## src/rtl/mem_port_arbiter.sv

```systemverilog
// Arbitrates one single-ported synchronous memory between the IF (read-only) and DM ports.
// DM has priority; a bounded starvation count forces an IF grant after STARVE_LIMIT DM wins.
module mem_port_arbiter #(
   parameter int BUS_WIDTH    = 16,
   parameter int ADDR_WIDTH   = 8,
   parameter int MEM_LATENCY  = 1,
   parameter int STARVE_LIMIT = 3
) (
   input  logic                  clk_i,
   input  logic                  rst_ni,
   input  logic                  if_req_i,
   input  logic [ADDR_WIDTH-1:0] if_addr_i,
   output logic                  if_ack_o,
   output logic [BUS_WIDTH-1:0]  if_rdata_o,
   input  logic                  dm_req_i,
   input  logic                  dm_we_i,
   input  logic [ADDR_WIDTH-1:0] dm_addr_i,
   input  logic [BUS_WIDTH-1:0]  dm_wdata_i,
   output logic                  dm_ack_o,
   output logic [BUS_WIDTH-1:0]  dm_rdata_o,
   output logic                  mem_en_o,
   output logic                  mem_we_o,
   output logic [ADDR_WIDTH-1:0] mem_addr_o,
   output logic [BUS_WIDTH-1:0]  mem_wdata_o,
   input  logic [BUS_WIDTH-1:0]  mem_rdata_i,
   output logic                  busy_o,
   output logic                  owner_dm_o
);

   localparam int CNT_W = $clog2(MEM_LATENCY + 1);
   localparam int STV_W = $clog2(STARVE_LIMIT + 1);
   localparam logic [CNT_W-1:0] LAT_LOAD = CNT_W'(MEM_LATENCY);
   localparam logic [STV_W-1:0] STV_MAX  = STV_W'(STARVE_LIMIT);

   localparam logic [1:0] ST_IDLE  = 2'd0;
   localparam logic [1:0] ST_ISSUE = 2'd1;
   localparam logic [1:0] ST_WAIT  = 2'd2;
   localparam logic [1:0] ST_ACK   = 2'd3;

   logic [1:0]            state_q, state_d;
   logic [CNT_W-1:0]      lat_q, lat_d;
   logic [STV_W-1:0]      starve_q, starve_d;
   logic                  we_q, we_d;
   logic                  owner_dm_q, owner_dm_d;
   logic                  mem_en_q, mem_en_d;
   logic                  mem_we_q, mem_we_d;
   logic [ADDR_WIDTH-1:0] mem_addr_q, mem_addr_d;
   logic [BUS_WIDTH-1:0]  mem_wdata_q, mem_wdata_d;
   logic                  if_ack_q, if_ack_d;
   logic                  dm_ack_q, dm_ack_d;
   logic [BUS_WIDTH-1:0]  if_rdata_q, if_rdata_d;
   logic [BUS_WIDTH-1:0]  dm_rdata_q, dm_rdata_d;
   logic                  busy_q, busy_d;
   logic                  grant_dm;

   always_comb begin
      state_d     = state_q;
      lat_d       = lat_q;
      starve_d    = starve_q;
      we_d        = we_q;
      owner_dm_d  = owner_dm_q;
      mem_en_d    = 1'b0;
      mem_we_d    = 1'b0;
      mem_addr_d  = mem_addr_q;
      mem_wdata_d = mem_wdata_q;
      if_ack_d    = 1'b0;
      dm_ack_d    = 1'b0;
      if_rdata_d  = if_rdata_q;
      dm_rdata_d  = dm_rdata_q;
      grant_dm    = 1'b0;

      case (state_q)
         ST_IDLE: begin
            // A waiting IF port is forced through once DM has won STARVE_LIMIT times in a row.
            grant_dm = dm_req_i && !(if_req_i && (starve_q == STV_MAX));
            if (!if_req_i || (if_req_i && !grant_dm && !dm_req_i) || (if_req_i && !grant_dm)) begin
               starve_d = '0;
            end else if (starve_q != STV_MAX) begin
               starve_d = starve_q + STV_W'(1);
            end
            if (if_req_i || dm_req_i) begin
               state_d    = ST_ISSUE;
               owner_dm_d = grant_dm;
               we_d       = grant_dm && dm_we_i;
               mem_en_d   = 1'b1;
               mem_we_d   = grant_dm && dm_we_i;
               mem_addr_d = grant_dm ? dm_addr_i : if_addr_i;
               if (grant_dm) begin
                  mem_wdata_d = dm_wdata_i;
               end
            end
         end
         ST_ISSUE: begin
            lat_d   = LAT_LOAD;
            state_d = ST_WAIT;
         end
         ST_WAIT: begin
            if (lat_q == CNT_W'(1)) begin
               state_d = ST_ACK;
               if (owner_dm_q) begin
                  dm_ack_d = 1'b1;
                  if (!we_q) begin
                     dm_rdata_d = mem_rdata_i;
                  end
               end else begin
                  if_ack_d   = 1'b1;
                  if_rdata_d = mem_rdata_i;
               end
            end else begin
               lat_d = lat_q - CNT_W'(1);
            end
         end
         default: begin
            state_d = ST_IDLE;
         end
      endcase

      busy_d = (state_d != ST_IDLE);
   end

   always_ff @(posedge clk_i or negedge rst_ni) begin
      if (!rst_ni) begin
         state_q     <= ST_IDLE;
         lat_q       <= '0;
         starve_q    <= '0;
         we_q        <= 1'b0;
         owner_dm_q  <= 1'b0;
         mem_en_q    <= 1'b0;
         mem_we_q    <= 1'b0;
         mem_addr_q  <= '0;
         mem_wdata_q <= '0;
         if_ack_q    <= 1'b0;
         dm_ack_q    <= 1'b0;
         if_rdata_q  <= '0;
         dm_rdata_q  <= '0;
         busy_q      <= 1'b0;
      end else begin
         state_q     <= state_d;
         lat_q       <= lat_d;
         starve_q    <= starve_d;
         we_q        <= we_d;
         owner_dm_q  <= owner_dm_d;
         mem_en_q    <= mem_en_d;
         mem_we_q    <= mem_we_d;
         mem_addr_q  <= mem_addr_d;
         mem_wdata_q <= mem_wdata_d;
         if_ack_q    <= if_ack_d;
         dm_ack_q    <= dm_ack_d;
         if_rdata_q  <= if_rdata_d;
         dm_rdata_q  <= dm_rdata_d;
         busy_q      <= busy_d;
      end
   end

   assign if_ack_o    = if_ack_q;
   assign if_rdata_o  = if_rdata_q;
   assign dm_ack_o    = dm_ack_q;
   assign dm_rdata_o  = dm_rdata_q;
   assign mem_en_o    = mem_en_q;
   assign mem_we_o    = mem_we_q;
   assign mem_addr_o  = mem_addr_q;
   assign mem_wdata_o = mem_wdata_q;
   assign busy_o      = busy_q;
   assign owner_dm_o  = owner_dm_q;

endmodule

```

## config.mk

```make
export PLATFORM = sky130hd
export DESIGN_NAME = mem_port_arbiter
export DESIGN_NICKNAME = d
export VERILOG_FILES = /design/src/rtl/mem_port_arbiter.sv
export SDC_FILE = /design/constraint.sdc
export NUM_CORES = 1
export LEC_CHECK = 0
export CAP_MARGIN = 20
export CORE_MARGIN = 10
export CORE_UTILIZATION = 42
export DETAILED_ROUTE_END_ITERATION = 8
export PLACE_DENSITY = 0.87
export SKIP_CTS_REPAIR_TIMING = 1
export SYNTH_ARGS = -nofsm -noshare
export SYNTH_HDL_FRONTEND = slang
export SYNTH_SLANG_ARGS = --single-unit
```

## constraint.sdc

```tcl
create_clock -name clk_i -period 2 [get_ports clk_i]
set_input_delay 0.2 -clock clk_i [delete_from_list [all_inputs] [get_ports clk_i]]
set_output_delay 0.2 -clock clk_i [all_outputs]
set_load 0.03 [all_outputs]
```

Word level (Yosys, flattened, before mapping)
Index checks and enable logic that the tools add are counted.
{ "op_classes": {"reduce_logical": 21, "addsub": 2, "n_eq_ne": 4, "muxes": 18, "n_bitwise": 2} }
{ "op_table": {"columns": ["op", "count"], "rows": [
  ["1-bit two-way mux", 11],
  ["2-bit two-way mux", 4],
  ["8-bit two-way mux", 1],
  ["2-bit one-hot mux with 3 select lines", 1],
  ["3-bit AND reduction", 2],
  ["2-bit nonzero test", 3],
  ["1-bit logical AND", 5],
  ["2-bit == test, second input constant", 2],
  ["1-bit zero test", 4],
  ["2-bit AND reduction", 2],
  ["4-bit AND reduction", 1],
  ["1-bit logical OR", 3],
  ["2-bit by 1-bit adder with 2-bit output, second input constant", 1],
  ["2-bit by 1-bit == test with 1-bit output, second input constant", 1],
  ["2-bit zero test", 1],
  ["2-bit != test, second input constant", 1],
  ["1-bit NOT", 2],
  ["1-bit one-hot mux with 2 select lines", 1],
  ["1-bit subtractor, second input constant", 1]
]} }
{ "totals": {"word_cells": 61, "reg_bits": 68, "in_bits": 53, "output_inout_bits": 62} }

Depth between registers and ports, before layout
{ "depth": {"depth_word": 11, "ltp_mapped": 7, "depth_no_buf": 6} }

Least setup slack after synthesis
No wires, ideal clock.
{ "synth_timing": {"kind": "reg-to-reg", "startpoint": "register state_q[0]", "endpoint": "register dm_rdata_q[10], in the netlist dm_rdata_o[10]", "path_slack_ps": 374, "t_arrival_ps": 1501, "period_less_slack_ps": 1626, "setup_time_ps": 125, "n_path_buf": 2, "t_required_ps": 1875, "path_stages_with_launch": 8, "path_cell_list": "dfrtp_1 > inv_1 > ha_1 > and3_4 > nand2b_2 > buf_6 > buf_12 > mux2_4"} }
{ "synth_between": {"elab_chain_len": 2} }
{ "synth_lines": {"columns": ["item", "line", "source"], "rows": [
  ["start: declaration", "40", "logic [1:0] state_q, state_d;"],
  ["start signal: assignment", "138", "state_q <= state_d;"],
  ["2-bit == test", "72", "case (state_q)"],
  ["4-bit AND reduction (no source line)", null, null],
  ["end signal: assignment", "150", "dm_rdata_q <= dm_rdata_d;"],
  ["end: declaration", "52", "logic [BUS_WIDTH-1:0] dm_rdata_q, dm_rdata_d;"]
]} }
No other way between the ends.
A chain may end at the register's enable or synchronous reset.

Worst setup path after layout
{ "layout_timing": {"startpoint": "register state_q[0]", "endpoint": "register dm_rdata_q[4], in the netlist dm_rdata_o[4]"} }
The elaborated chain is that of the path after synthesis.

==> results.md <==
* Row Count at 29
* Sequential share of power at just over 30%
* R2r startpoint: state_q[0]$_DFF_PN0_
* CTS tree: built
* CP top delay family: simple AND/OR/NAND/NOR gates
* Vias in the first global route at around 2100
* Busiest grt layer: met2
* Worst Hold Class: input port to flop
* GRT Overall Usage at ~14%
* TNS Setup at 0 ps
* Hold-critical path endpoint: mem_addr_o[5]$_DFFE_PN0P_
* Layout cell share with drive strength beyond 1 at around a quarter
* Ant diodes at 0
* Drt initial violations at 54
* CTS H-Tree Depth at 3
* Antenna violations before repair at 0
* Clock slew at reported path FFs at ~70 ps
* Clock sink total at between 60 and 70
* Root Driver: clkbuf_8
* RSZ-0062 raised after global routing: false
* Setup-failing EPs final at 0
* Internal at around 4700 uW
* Worst hold stages at 3
* Starting Density at 43.0%
* Final period demand of the worst path at ~1800 ps
* Req. time, crit path at 2220 ps
* PwrDens at around 1900 nW/um^2
* CP Cell Sequence: inv_1 -> ha_1 -> and3_4 -> nand2b_2 -> mux2_2
* Ys Warns at 0
* Reg2reg setup slack at between 150 and 200 ps
* Slowest CP cell: dfrtp_1
* Synth unique cells at 29
* Switching power at between 3000 and 4000 uW
* Met1 Use GR at ~15%
* Max Root-Sink Buffers at 2
* Final hold vios at 0
* Area delta synth->final at 53.4%
* DR vias at about 2000
* Leak at around 0.0018 uW
* Delay of the slowest cell on the worst path at 390 ps
* Worst Path Arrival at about 2000 ps
* Design area at 4160 um^2
* Mean Syn Cell Area at around 14 um^2
* Max-slew headroom at 63.9%
* Nets at 370
* # DRC at 0
* Die Wd at about 100 um
* GR Overflow Total at 0
* Clock network power share at 15.8%
* Crit path capture type: flop
* Status: completed
* Routed Antenna Nets at 0
* Hpwl dp at around 5.6 mm
* Worst-Skew Late Latency at 340 ps
* Routability congestion estimate at about 0.78
* Largest net degree at the start of global routing at 25
* Net Sw Frac at about two fifths
* Vias/cell at approximately 5
* Synthesized cell area at about 2700 um^2
* Met2 GRT Util at 22.5%
* Util after Layout at about two thirds
* Maximum vdd drop at roughly 1.1 mV
* R2r endpoint: dm_rdata_o[4]$_DFFE_PN0P_
* Buf+Inv Stages, Crit Path at 1
* DIE AREA at 10100 um^2
* Final period util at approximately 91%
* I/O Pins at 115
* Worst r2r path cells at 5
* Core Region at 6310 um^2
* WL final at between 7 and 8 mm
* Syn Inst Count at around 190
* Yosys reg bits at about 70
* Max Cap Violations at 0
* Fmax at around 550 MHz
* Final-report max-slew violation count at 0
* Die H at between 100 and 150 um
* CTS Buf Count at 9
* DRT Pass-1 Iters at 4
* Combinational Power Share at between 50% and 60%
* Crit Path Class: flop to flop
* Stages on the worst setup path at 5
* Global-route wire length before repair at 11.0 mm
* Port bufs at about 110
* Final clock skew at around 7.6 ps
* Crit path launch type: flop
* Sequential fraction of the synthesis area at 62.7%
* Grt met3 use at 8.04%
* Largest fanout on the critical path at 16
* Worst Max-Slew Pin Slew at about 540 ps
* Avg WL per Cell at between 15 and 20 um
* Worst Hold Launch: if_addr_i[5]
* Placed inst area at 3940 um^2
* Syn nets at 246
-- per-stage QoR --
step                hold WS, ps  total power (uW)  setup WS (ps)  cells
global placement            201              6480            235    378
detailed placement          212              6620            187    378
finish                      400              7750            187    394
CTS                        -156              7870            186    393
global route                404              8170           97.6    394
floorplan                 -95.6              4850            374    189
-- tightest hold or removal path, cell delays in order --
cell and delay [ps]:
clkdlybuf4s50_1 390, nand2_1 60, a21oi_1 50
-- cells by family after synthesis --
family,count (synthesis),synth area share [%]
DFF,68,62.7
muxes,49,21.7
and+or+nand+nor,30,5.58
AOI/OAI and AO/OA,24,5.07
buffers and inverters,14,3.13
adders and majority gates,4,1.84
-- cells in the mapped netlist --
master / count / share of area (%)
a21bo_2: 1 / 0.37
mux2_2: 37 / 15
dfrtp_1: 68 / 63
a21oi_1: 16 / 3.0
nand4_1: 2 / 0.46
clkbuf_1: 3 / 0.41
buf_2: 1 / 0.18
mux2i_1: 1 / 0.37
clkinv_1: 1 / 0.14
nand3b_2: 1 / 0.41
buf_12: 1 / 0.74
nand2b_2: 1 / 0.32
mux2_1: 1 / 0.41
nor3_1: 1 / 0.18
nand2_1: 10 / 1.4
nand2b_1: 1 / 0.23
o32ai_1: 1 / 0.32
nand2_2: 1 / 0.23
mux2_4: 10 / 5.5
and3_1: 1 / 0.23
and3_4: 1 / 0.41
a21boi_2: 1 / 0.41
buf_6: 2 / 0.83
ha_1: 4 / 1.8
inv_1: 6 / 0.83
o21ai_0: 4 / 0.74
nor2_1: 9 / 1.2
or2_2: 2 / 0.46
a21o_1: 1 / 0.28
-- state kept, by name (all words and copies together) (netlist names), 2 cells and up --
signal / cells
dm_rdata_o: 16
if_rdata_o: 16
mem_wdata_o: 16
mem_addr_o: 8
starve_q: 2
state_q: 2
-- cell usage in the layout, fill, tap and decap left out, types with 4 or more instances in the layout --
| master | instances |
|---|---|
| inv_1 | 6 |
| clkdlybuf4s50_1 | 113 |
| ha_1 | 4 |
| dfrtp_1 | 68 |
| clkbuf_8 | 10 |
| nor2_1 | 9 |
| nand2_1 | 10 |
| o21ai_0 | 4 |
| a21oi_1 | 16 |
| buf_4 | 4 |
| mux2_2 | 37 |
| mux2_4 | 10 |
-- power groups by stage --
| stage | Sequential (uW) | Combinational [uW] | Clock, uW |
|---|---|---|---|
| after floorplan | 3660 | 1180 | 0 |
| after detailed placement | 2450 | 4170 | 0 |
| after CTS | 2420 | 4180 | 1270 |
| after global placement | 2410 | 4070 | 0 |
| after global routing | 2510 | 4340 | 1330 |
| final | 2420 | 4110 | 1220 |
-- layout make-up --
class                      count  area (um^2)
tap                           77         96.3
timing repair buffer         120         1200
fill                         472         2150
clock buffer                  11          141
inverter                       7         26.3
multi-input combinational    107          927
sequential                    68         1700
clock inverter                 4         73.8
-- layer usage --
metal	vias to the layer above	routed length [um]	share of wire (%)
met5	-	0	0
met4	0	73	1.0
met3	9	795	11
met2	83	3390	48
met1	965	2820	40
li1	895	-	-
-- worst max path at each step --
stage                                     from                         end  slack, ps
after floorplan           state_q[0]$_DFF_PN0_  dm_rdata_o[10]$_DFFE_PN0P_        370
after global routing      state_q[0]$_DFF_PN0_   dm_rdata_o[2]$_DFFE_PN0P_        100
after global placement    state_q[0]$_DFF_PN0_   dm_rdata_o[1]$_DFFE_PN0P_        240
after CTS                 state_q[0]$_DFF_PN0_   dm_rdata_o[5]$_DFFE_PN0P_        190
after detailed placement  state_q[0]$_DFF_PN0_   dm_rdata_o[5]$_DFFE_PN0P_        190
final                     state_q[0]$_DFF_PN0_   dm_rdata_o[4]$_DFFE_PN0P_        190
Power figures use the tool's default switching activity.
